<file path="src/rtl/idu_is_pipe1_div_sched_if.sv">
// Pipe1 issue-slot signal bundle: divide dispatch, ALU arbitration, divider status and RF-stage issue fields.
// The master drives the scheduler's inputs and the slave is the scheduler itself.
interface idu_is_pipe1_div_sched_if #(
    parameter int PTR_W = 2
);
    logic             rtu_global_flush;
    logic             dp_div_vld;
    logic             dp_div_rdy;
    logic [4:0]       dp_div_iid;
    logic [2:0]       dp_div_funct3;
    logic [5:0]       dp_div_psrc1;
    logic [5:0]       dp_div_psrc2;
    logic [5:0]       dp_div_pdst;
    logic             alu_req_vld;
    logic             alu_gnt;
    logic             exu_idu_div_done;
    logic             idu_idu_rf_pipe1_vld;
    logic             idu_is_pipe1_sel_div;
    logic [4:0]       idu_is_div_iid;
    logic [2:0]       idu_is_div_funct3;
    logic [5:0]       idu_is_div_psrc1;
    logic [5:0]       idu_is_div_psrc2;
    logic [5:0]       idu_is_div_pdst;
    logic             idu_is_div_busy;
    logic [PTR_W:0]   idu_is_div_cnt;

    modport master (
        output rtu_global_flush, dp_div_vld, dp_div_iid, dp_div_funct3,
               dp_div_psrc1, dp_div_psrc2, dp_div_pdst, alu_req_vld, exu_idu_div_done,
        input  dp_div_rdy, alu_gnt, idu_idu_rf_pipe1_vld, idu_is_pipe1_sel_div,
               idu_is_div_iid, idu_is_div_funct3, idu_is_div_psrc1, idu_is_div_psrc2,
               idu_is_div_pdst, idu_is_div_busy, idu_is_div_cnt
    );

    modport slave (
        input  rtu_global_flush, dp_div_vld, dp_div_iid, dp_div_funct3,
               dp_div_psrc1, dp_div_psrc2, dp_div_pdst, alu_req_vld, exu_idu_div_done,
        output dp_div_rdy, alu_gnt, idu_idu_rf_pipe1_vld, idu_is_pipe1_sel_div,
               idu_is_div_iid, idu_is_div_funct3, idu_is_div_psrc1, idu_is_div_psrc2,
               idu_is_div_pdst, idu_is_div_busy, idu_is_div_cnt
    );
endinterface

</file>
<file path="src/rtl/idu_is_pipe1_div_sched.sv">
// Pipe1 issue scheduler: in-order divide FIFO, single-divide occupancy tracking,
// and same-cycle ALU/DIV arbitration with a starvation guard for the waiting divide.
module idu_is_pipe1_div_sched #(
    parameter int DEPTH      = 4,
    parameter int PTR_W      = 2,
    parameter int STARVE_LIM = 4
) (
    input  logic                       clk,
    input  logic                       rst_clk,
    idu_is_pipe1_div_sched_if.slave    bus
);
    localparam int                SC_W     = $clog2(STARVE_LIM + 1);
    localparam logic [PTR_W:0]    CNT_FULL = (PTR_W + 1)'(DEPTH);
    localparam logic [SC_W-1:0]   SC_MAX   = SC_W'(STARVE_LIM);

    typedef struct packed {
        logic [4:0] iid;
        logic [2:0] funct3;
        logic [5:0] psrc1;
        logic [5:0] psrc2;
        logic [5:0] pdst;
    } div_op_t;

    div_op_t           fifo_mem [DEPTH];
    div_op_t           head;
    logic [PTR_W-1:0]  wr_ptr;
    logic [PTR_W-1:0]  rd_ptr;
    logic [PTR_W:0]    cnt;
    logic [SC_W-1:0]   starve_cnt;
    logic [SC_W-1:0]   starve_nxt;
    logic              busy;
    logic              fifo_empty;
    logic              push;
    logic              div_cand;
    logic              div_issue;
    logic              alu_win;
    logic              rdy;

    function automatic logic [SC_W-1:0] sat_inc(input logic [SC_W-1:0] v);
        return (v == SC_MAX) ? v : v + 1'b1;
    endfunction

    // Arbitration: a waiting divide only beats a requesting ALU once the ALU has won STARVE_LIM times.
    always_comb begin
        fifo_empty = (cnt == '0);
        rdy        = (cnt < CNT_FULL) & ~bus.rtu_global_flush;
        push       = bus.dp_div_vld & rdy;
        div_cand   = ~fifo_empty & ~busy & ~bus.rtu_global_flush;
        div_issue  = div_cand & (~bus.alu_req_vld | (starve_cnt == SC_MAX));
        alu_win    = bus.alu_req_vld & ~div_issue & ~bus.rtu_global_flush;
        head       = fifo_empty ? '0 : fifo_mem[rd_ptr];
    end

    always_comb begin
        starve_nxt = starve_cnt;
        if (div_issue || fifo_empty) begin
            starve_nxt = '0;
        end else if (div_cand && alu_win) begin
            starve_nxt = sat_inc(starve_cnt);
        end
    end

    // Control state: pointers, occupancy, starvation count and divider busy flag.
    always_ff @(posedge clk) begin
        if (rst_clk || bus.rtu_global_flush) begin
            wr_ptr     <= '0;
            rd_ptr     <= '0;
            cnt        <= '0;
            starve_cnt <= '0;
            busy       <= 1'b0;
        end else begin
            if (push) begin
                wr_ptr <= wr_ptr + 1'b1;
            end
            if (div_issue) begin
                rd_ptr <= rd_ptr + 1'b1;
            end
            case ({push, div_issue})
                2'b10:   cnt <= cnt + 1'b1;
                2'b01:   cnt <= cnt - 1'b1;
                default: cnt <= cnt;
            endcase
            starve_cnt <= starve_nxt;
            if (div_issue) begin
                busy <= 1'b1;
            end else if (busy && bus.exu_idu_div_done) begin
                busy <= 1'b0;
            end
        end
    end

    // Payload storage carries no reset; emptiness is tracked by cnt alone.
    always_ff @(posedge clk) begin
        if (push) begin
            fifo_mem[wr_ptr] <= '{iid:    bus.dp_div_iid,
                                  funct3: bus.dp_div_funct3,
                                  psrc1:  bus.dp_div_psrc1,
                                  psrc2:  bus.dp_div_psrc2,
                                  pdst:   bus.dp_div_pdst};
        end
    end

    assign bus.dp_div_rdy           = rdy;
    assign bus.alu_gnt              = alu_win;
    assign bus.idu_idu_rf_pipe1_vld = div_issue | alu_win;
    assign bus.idu_is_pipe1_sel_div = div_issue;
    assign bus.idu_is_div_iid       = head.iid;
    assign bus.idu_is_div_funct3    = head.funct3;
    assign bus.idu_is_div_psrc1     = head.psrc1;
    assign bus.idu_is_div_psrc2     = head.psrc2;
    assign bus.idu_is_div_pdst      = head.pdst;
    assign bus.idu_is_div_busy      = busy;
    assign bus.idu_is_div_cnt       = cnt;
endmodule
</file>
<file path="src/flat_wrapper.sv">
// flat-port wrapper written by rule: the top's interface ports become plain ports
module idu_is_pipe1_div_sched_flat 
#(
    parameter int DEPTH      = 4,
    parameter int PTR_W      = 2,
    parameter int STARVE_LIM = 4
)
  (clk, rst_clk, bus_rtu_global_flush, bus_dp_div_vld, bus_dp_div_iid, bus_dp_div_funct3, bus_dp_div_psrc1, bus_dp_div_psrc2, bus_dp_div_pdst, bus_alu_req_vld, bus_exu_idu_div_done, bus_dp_div_rdy, bus_alu_gnt, bus_idu_idu_rf_pipe1_vld, bus_idu_is_pipe1_sel_div, bus_idu_is_div_iid, bus_idu_is_div_funct3, bus_idu_is_div_psrc1, bus_idu_is_div_psrc2, bus_idu_is_div_pdst, bus_idu_is_div_busy, bus_idu_is_div_cnt);
  idu_is_pipe1_div_sched_if #(.PTR_W(PTR_W)) bus_i ();
  input  logic clk;
  input  logic rst_clk;
  input wire logic [$bits(bus_i.rtu_global_flush)-1:0] bus_rtu_global_flush;
  input wire logic [$bits(bus_i.dp_div_vld)-1:0] bus_dp_div_vld;
  input wire logic [$bits(bus_i.dp_div_iid)-1:0] bus_dp_div_iid;
  input wire logic [$bits(bus_i.dp_div_funct3)-1:0] bus_dp_div_funct3;
  input wire logic [$bits(bus_i.dp_div_psrc1)-1:0] bus_dp_div_psrc1;
  input wire logic [$bits(bus_i.dp_div_psrc2)-1:0] bus_dp_div_psrc2;
  input wire logic [$bits(bus_i.dp_div_pdst)-1:0] bus_dp_div_pdst;
  input wire logic [$bits(bus_i.alu_req_vld)-1:0] bus_alu_req_vld;
  input wire logic [$bits(bus_i.exu_idu_div_done)-1:0] bus_exu_idu_div_done;
  output wire logic [$bits(bus_i.dp_div_rdy)-1:0] bus_dp_div_rdy;
  output wire logic [$bits(bus_i.alu_gnt)-1:0] bus_alu_gnt;
  output wire logic [$bits(bus_i.idu_idu_rf_pipe1_vld)-1:0] bus_idu_idu_rf_pipe1_vld;
  output wire logic [$bits(bus_i.idu_is_pipe1_sel_div)-1:0] bus_idu_is_pipe1_sel_div;
  output wire logic [$bits(bus_i.idu_is_div_iid)-1:0] bus_idu_is_div_iid;
  output wire logic [$bits(bus_i.idu_is_div_funct3)-1:0] bus_idu_is_div_funct3;
  output wire logic [$bits(bus_i.idu_is_div_psrc1)-1:0] bus_idu_is_div_psrc1;
  output wire logic [$bits(bus_i.idu_is_div_psrc2)-1:0] bus_idu_is_div_psrc2;
  output wire logic [$bits(bus_i.idu_is_div_pdst)-1:0] bus_idu_is_div_pdst;
  output wire logic [$bits(bus_i.idu_is_div_busy)-1:0] bus_idu_is_div_busy;
  output wire logic [$bits(bus_i.idu_is_div_cnt)-1:0] bus_idu_is_div_cnt;
  assign bus_i.rtu_global_flush = bus_rtu_global_flush;
  assign bus_i.dp_div_vld = bus_dp_div_vld;
  assign bus_i.dp_div_iid = bus_dp_div_iid;
  assign bus_i.dp_div_funct3 = bus_dp_div_funct3;
  assign bus_i.dp_div_psrc1 = bus_dp_div_psrc1;
  assign bus_i.dp_div_psrc2 = bus_dp_div_psrc2;
  assign bus_i.dp_div_pdst = bus_dp_div_pdst;
  assign bus_i.alu_req_vld = bus_alu_req_vld;
  assign bus_i.exu_idu_div_done = bus_exu_idu_div_done;
  assign bus_dp_div_rdy = bus_i.dp_div_rdy;
  assign bus_alu_gnt = bus_i.alu_gnt;
  assign bus_idu_idu_rf_pipe1_vld = bus_i.idu_idu_rf_pipe1_vld;
  assign bus_idu_is_pipe1_sel_div = bus_i.idu_is_pipe1_sel_div;
  assign bus_idu_is_div_iid = bus_i.idu_is_div_iid;
  assign bus_idu_is_div_funct3 = bus_i.idu_is_div_funct3;
  assign bus_idu_is_div_psrc1 = bus_i.idu_is_div_psrc1;
  assign bus_idu_is_div_psrc2 = bus_i.idu_is_div_psrc2;
  assign bus_idu_is_div_pdst = bus_i.idu_is_div_pdst;
  assign bus_idu_is_div_busy = bus_i.idu_is_div_busy;
  assign bus_idu_is_div_cnt = bus_i.idu_is_div_cnt;
  idu_is_pipe1_div_sched #(.DEPTH(DEPTH), .PTR_W(PTR_W), .STARVE_LIM(STARVE_LIM)) u_core (.clk(clk), .rst_clk(rst_clk), .bus(bus_i));
endmodule
</file>
<file path="config.mk">
export PLATFORM = sky130hd
export DESIGN_NAME = idu_is_pipe1_div_sched_flat
export DESIGN_NICKNAME = d
export VERILOG_FILES = /design/src/rtl/idu_is_pipe1_div_sched_if.sv /design/src/rtl/idu_is_pipe1_div_sched.sv /design/src/flat_wrapper.sv
export SDC_FILE = /design/constraint.sdc
export NUM_CORES = 1
export LEC_CHECK = 0
export CORE_ASPECT_RATIO = 0.8
export CORE_MARGIN = 5
export CORE_UTILIZATION = 50
export DETAILED_ROUTE_END_ITERATION = 6
export PLACE_DENSITY_LB_ADDON = 0.08
export SLEW_MARGIN = 25
export SYNTH_ARGS = -nofsm -noshare
export SYNTH_HDL_FRONTEND = slang
export SYNTH_SLANG_ARGS = --single-unit
</file>
<file path="constraint.sdc">
create_clock -name clk -period 5.7 [get_ports clk]
set_input_delay 0.855 -clock clk [delete_from_list [all_inputs] [get_ports clk]]
set_output_delay 0.855 -clock clk [all_outputs]
set_load 0.005 [all_outputs]
</file>
==> results.md <==
Run status:
- The flow ran to the end, and the final reports show no timing, DRC or antenna violations.

Finish:
- The final core utilization is 66.0%.
- The fraction of final layout cells with drive strength greater than 1 is 19.4%.
- Summing all multi-input logic gate instances after layout gives 1190 um2.
- The number of antenna diodes in the final layout is 0.
- The area used by sequential logic in the layout is 3390 um2.
- From synthesis to final layout, the design area changed by 28.1%.
- The layout has 663 filler cells.
- The final net count is 368.

Logic synthesis:
- The cell area that synthesis handed to floorplanning was 4680 um2.
- The unique cell type count in the Yosys netlist is 32.
- The post-synthesis area per instance is 18.7 um2.
- In this run, synthesis inferred 104 flip-flops with an integrated enable.
- In the synthesized netlist the async set-or-reset flop fraction comes to 0%.
- The net count after synthesis is 290.
- The top cell type by area accounts for 66.8% of the synthesized area.
- Counting instances in the post-synthesis netlist gives the leading cell types as sky130_fd_sc_hd__edfxtp_1 (104), sky130_fd_sc_hd__and2_1 (30), sky130_fd_sc_hd__mux4_2 (26).
- Among all cell types in the netlist, the one instantiated most often is sky130_fd_sc_hd__edfxtp_1.
- The Yosys warning count is 0.
- Synthesis produced 250 cells.
- The synthesized design contains 117 register bits.
- The most used flip-flop cell after synthesis is sky130_fd_sc_hd__edfxtp_1.
- After synthesis, the cell types taking the most area are sky130_fd_sc_hd__edfxtp_1 (67%), sky130_fd_sc_hd__mux4_2 (13%), sky130_fd_sc_hd__dfxtp_1 (5.6%).
- Summed over all instances, the cell type with the most area after synthesis is sky130_fd_sc_hd__edfxtp_1.
- The sequential share of the synthesized area is 72.3%.

Hold path:
- The path category of the worst min-delay check is reg2reg.

Drt:
- The average wire length per cell after detail routing is 19.4 um.
- The detailed-routing iteration count for the pre-antenna-repair pass is 5.
- In this run the remaining antenna-violating nets after routing total 0.
- The post-detailed-route via-to-cell ratio is 5.29.
- The via count is 2,412.
- The final wirelength is 8840 um.
- The post-detailed-route DRC marker count is 0.
- The first-iteration detailed-routing DRC count is 139.

Die:
- The standard-cell row count is 31.
- For this design the top-level I/O count stands at 66.
- The die covers 11,400 um2.
- The die span in x is 118 um.
- The total area inside the core boundary comes to 9080 um2.
- Measured along the y axis, the die boundary spans 96.5 um.
- The initial standard-cell utilization of the core is 51.5%.

Pwr:
- For this design the ratio of total power to cell area is 336 nW/um2.
- Net switching is 19.2% of the power.
- After layout, the design draws a total of 2.02 mW.
- IR analysis of the VDD net gives a maximum drop of 0.322 mV.
- In this run, the combinational gates consume 4.2% of the power.
- The internal power consumption is 1.63 mW.
- Summed over all cells, the static leakage comes to 1.97 nW.
- Of the total power, registers draw 47.2%.
- The net switching power is 387 uW.
- The clock network fraction of design power is 48.6%.

CTS:
- The later pin in the worst-skew pair is clocked with a latency of 0.41 ns.
- The cts-stage hold buffer count is 0.
- Counting every sink on the clock net gives 117.
- The longest clock path from root to sink contains 2 buffers.
- The CTS tree is yes.
- Clock-pin slew was measured on the worst setup and hold paths at 0.05 ns.
- The buffer type at the clock tree root is sky130_fd_sc_hd__clkbuf_16.
- In this run, post-CTS repair resized a total of 0 instances.
- Clock tree synthesis inserted a total of 17 buffers.
- The number of buffers inserted by post-CTS setup repair is 0.
- The maximum level of the CTS H-tree is 4.

Setup path:
- The signal on the critical path passes through clkdlybuf4s50_1, nor2_1, nand3_1, inv_2, clkdlybuf4s50_1.
- The startpoint type of the worst setup path is an input pin.
- The worst reg-to-reg setup slack is 3.00 ns.
- The cell with the largest stage delay on the worst path is sky130_fd_sc_hd__clkdlybuf4s50_1.
- The worst setup path category is in2out.
- In this run the worst path has a maximum fanout of 9.
- In this design, the critical path's most frequently occurring cell is sky130_fd_sc_hd__clkdlybuf4s50_1.
- For the worst setup path, the data required time is 4.85 ns.
- STA classifies the critical path endpoint as an output port.
- The delay of the slowest critical-path stage is 0.55 ns.
- The critical path data arrival time is 2.54 ns.

STA:
- The slew at the pin with the worst max-slew slack is 0.619 ns.
- The number of failing hold endpoints at the final stage is 0.
- Static timing analysis puts the maximum clock frequency at 0.294 GHz.
- The total count of max-transition violations in the final report is 0.
- Setup repair after global routing left no endpoint under its margin.
- The post-route worst hold slack is 0.486 ns.
- The ratio of final minimum period to clock period is 59.6%.
- Headroom to the max-slew limit came out at 58.7%.
- For the final database, setup skew stands at 0.00896 ns.
- The routed design could run at a clock period as short as 3.40 ns.
- Setup violations remaining at the end of the flow were counted as 0.
- The total negative setup slack is 0 ns.

GRT:
- The overall routing resource usage is 16.9%.
- The initial antenna violation count is 0.
- The via count of the first global-routing pass is 2,626.
- The first global-routing pass estimated 14,100 um of wire.
- The overflow left after global routing is 0.
- Entering global routing, the biggest net connects 32 pins.

Placement:
- The final RePlAce weighted congestion is 0.729.
- The half-perimeter wire length after placement is 5620 um.
- Input and output buffers added on the ports amount to 65.

Run:
- The count of max-cap constraint violations is 0.
[final timing paths]
kind | end | start | depth (start not counted)
worst min register to register | u_core.rd_ptr[1] | u_core.rd_ptr[1] | 2
worst max register to register | u_core.bus.idu_is_div_cnt[2] | u_core.bus.idu_is_div_cnt[2] | 9
worst min-delay path | u_core.rd_ptr[1] | u_core.rd_ptr[1] | 2
worst max-delay path | bus_idu_is_pipe1_sel_div | bus_rtu_global_flush | 5
[per-stage QoR]
stage               setup WS [ns]  std cells  area (um2)
finish                       2.30        456        5990
global route                 2.12        456        5990
CTS                          2.06        456        5990
detailed placement           2.29        424        5440
global placement             2.33        424        5440
floorplan                    3.06        250        4680
[power by group through the flow]
| stage | logic (mW) | registers, mW | clock network [mW] |
|---|---|---|---|
| finish | 0.0845 | 0.951 | 0.980 |
| global route | 0.0926 | 0.952 | 1.04 |
| CTS | 0.0863 | 0.952 | 0.999 |
| detailed placement | 0.0858 | 0.968 | 0 |
| global placement | 0.0838 | 0.968 | 0 |
| floorplan | 0.0337 | 0.966 | 0 |
[metal layers]
metal | GRT usage (%) | wire, um | vias to the layer above
met1 | 22.0 | 4000 | 1210
met2 | 26.3 | 4260 | 64
met4 | 7.74 | 112 | 0
met5 | 0 | 0 | -
li1 | - | - | 1126
met3 | 5.59 | 467 | 12
[worst max-delay path, delay by kind of cell]
family / cells / cell delay [ns]
simple gates: 2 / 0.43
buf+inv: 3 / 1.26
[sequential cells by signal, indices dropped and copies added (netlist names), named ones only]
signal,flops
u_core.bus.idu_is_div_busy,1
u_core.starve_cnt,3
u_core.wr_ptr,2
u_core.bus.idu_is_div_cnt,3
u_core.rd_ptr,2
u_core.fifo_mem,104
[logic make-up after synthesis]
logic type / after synthesis / share of synthesized area [%]
AO/OA/AOI/OAI: 12 / 1.58
adder cells (fa/ha/maj): 8 / 2.30
buffers and inverters: 20 / 2.30
multiplexers: 30 / 13.4
flip-flops: 117 / 72.3
AND/OR/NAND/NOR: 60 / 7.54
XOR/XNOR: 3 / 0.562
[final cells by class]
type,instances,share of cell area (%)
timing repair buffer,70,11.5
sequential,117,56.5
multi-input combinational,113,19.8
tap,115,2.40
inverter,9,0.564
clock inverter,12,1.88
clock buffer,20,7.29
[layout by cell type, fill, tap and decap left out, types with 2 or more instances in the layout]
cell type / instances
sky130_fd_sc_hd__or3_1: 3
sky130_fd_sc_hd__edfxtp_1: 104
sky130_fd_sc_hd__nand2_1: 5
sky130_fd_sc_hd__clkinvlp_4: 2
sky130_fd_sc_hd__clkinv_2: 6
sky130_fd_sc_hd__clkinv_1: 2
sky130_fd_sc_hd__dfxtp_1: 12
sky130_fd_sc_hd__nor2_1: 9
sky130_fd_sc_hd__a21oi_1: 5
sky130_fd_sc_hd__nand4_1: 3
sky130_fd_sc_hd__xor2_1: 2
sky130_fd_sc_hd__clkbuf_1: 3
sky130_fd_sc_hd__ha_1: 7
sky130_fd_sc_hd__and2_1: 30
sky130_fd_sc_hd__nand2b_1: 2
sky130_fd_sc_hd__mux4_2: 26
sky130_fd_sc_hd__o21ai_0: 3
sky130_fd_sc_hd__inv_1: 8
sky130_fd_sc_hd__bufinv_16: 2
sky130_fd_sc_hd__clkbuf_16: 17
sky130_fd_sc_hd__buf_4: 5
sky130_fd_sc_hd__clkdlybuf4s50_1: 65
sky130_fd_sc_hd__mux2i_1: 4
No activity file was read; power rests on OpenSTA's default activity.
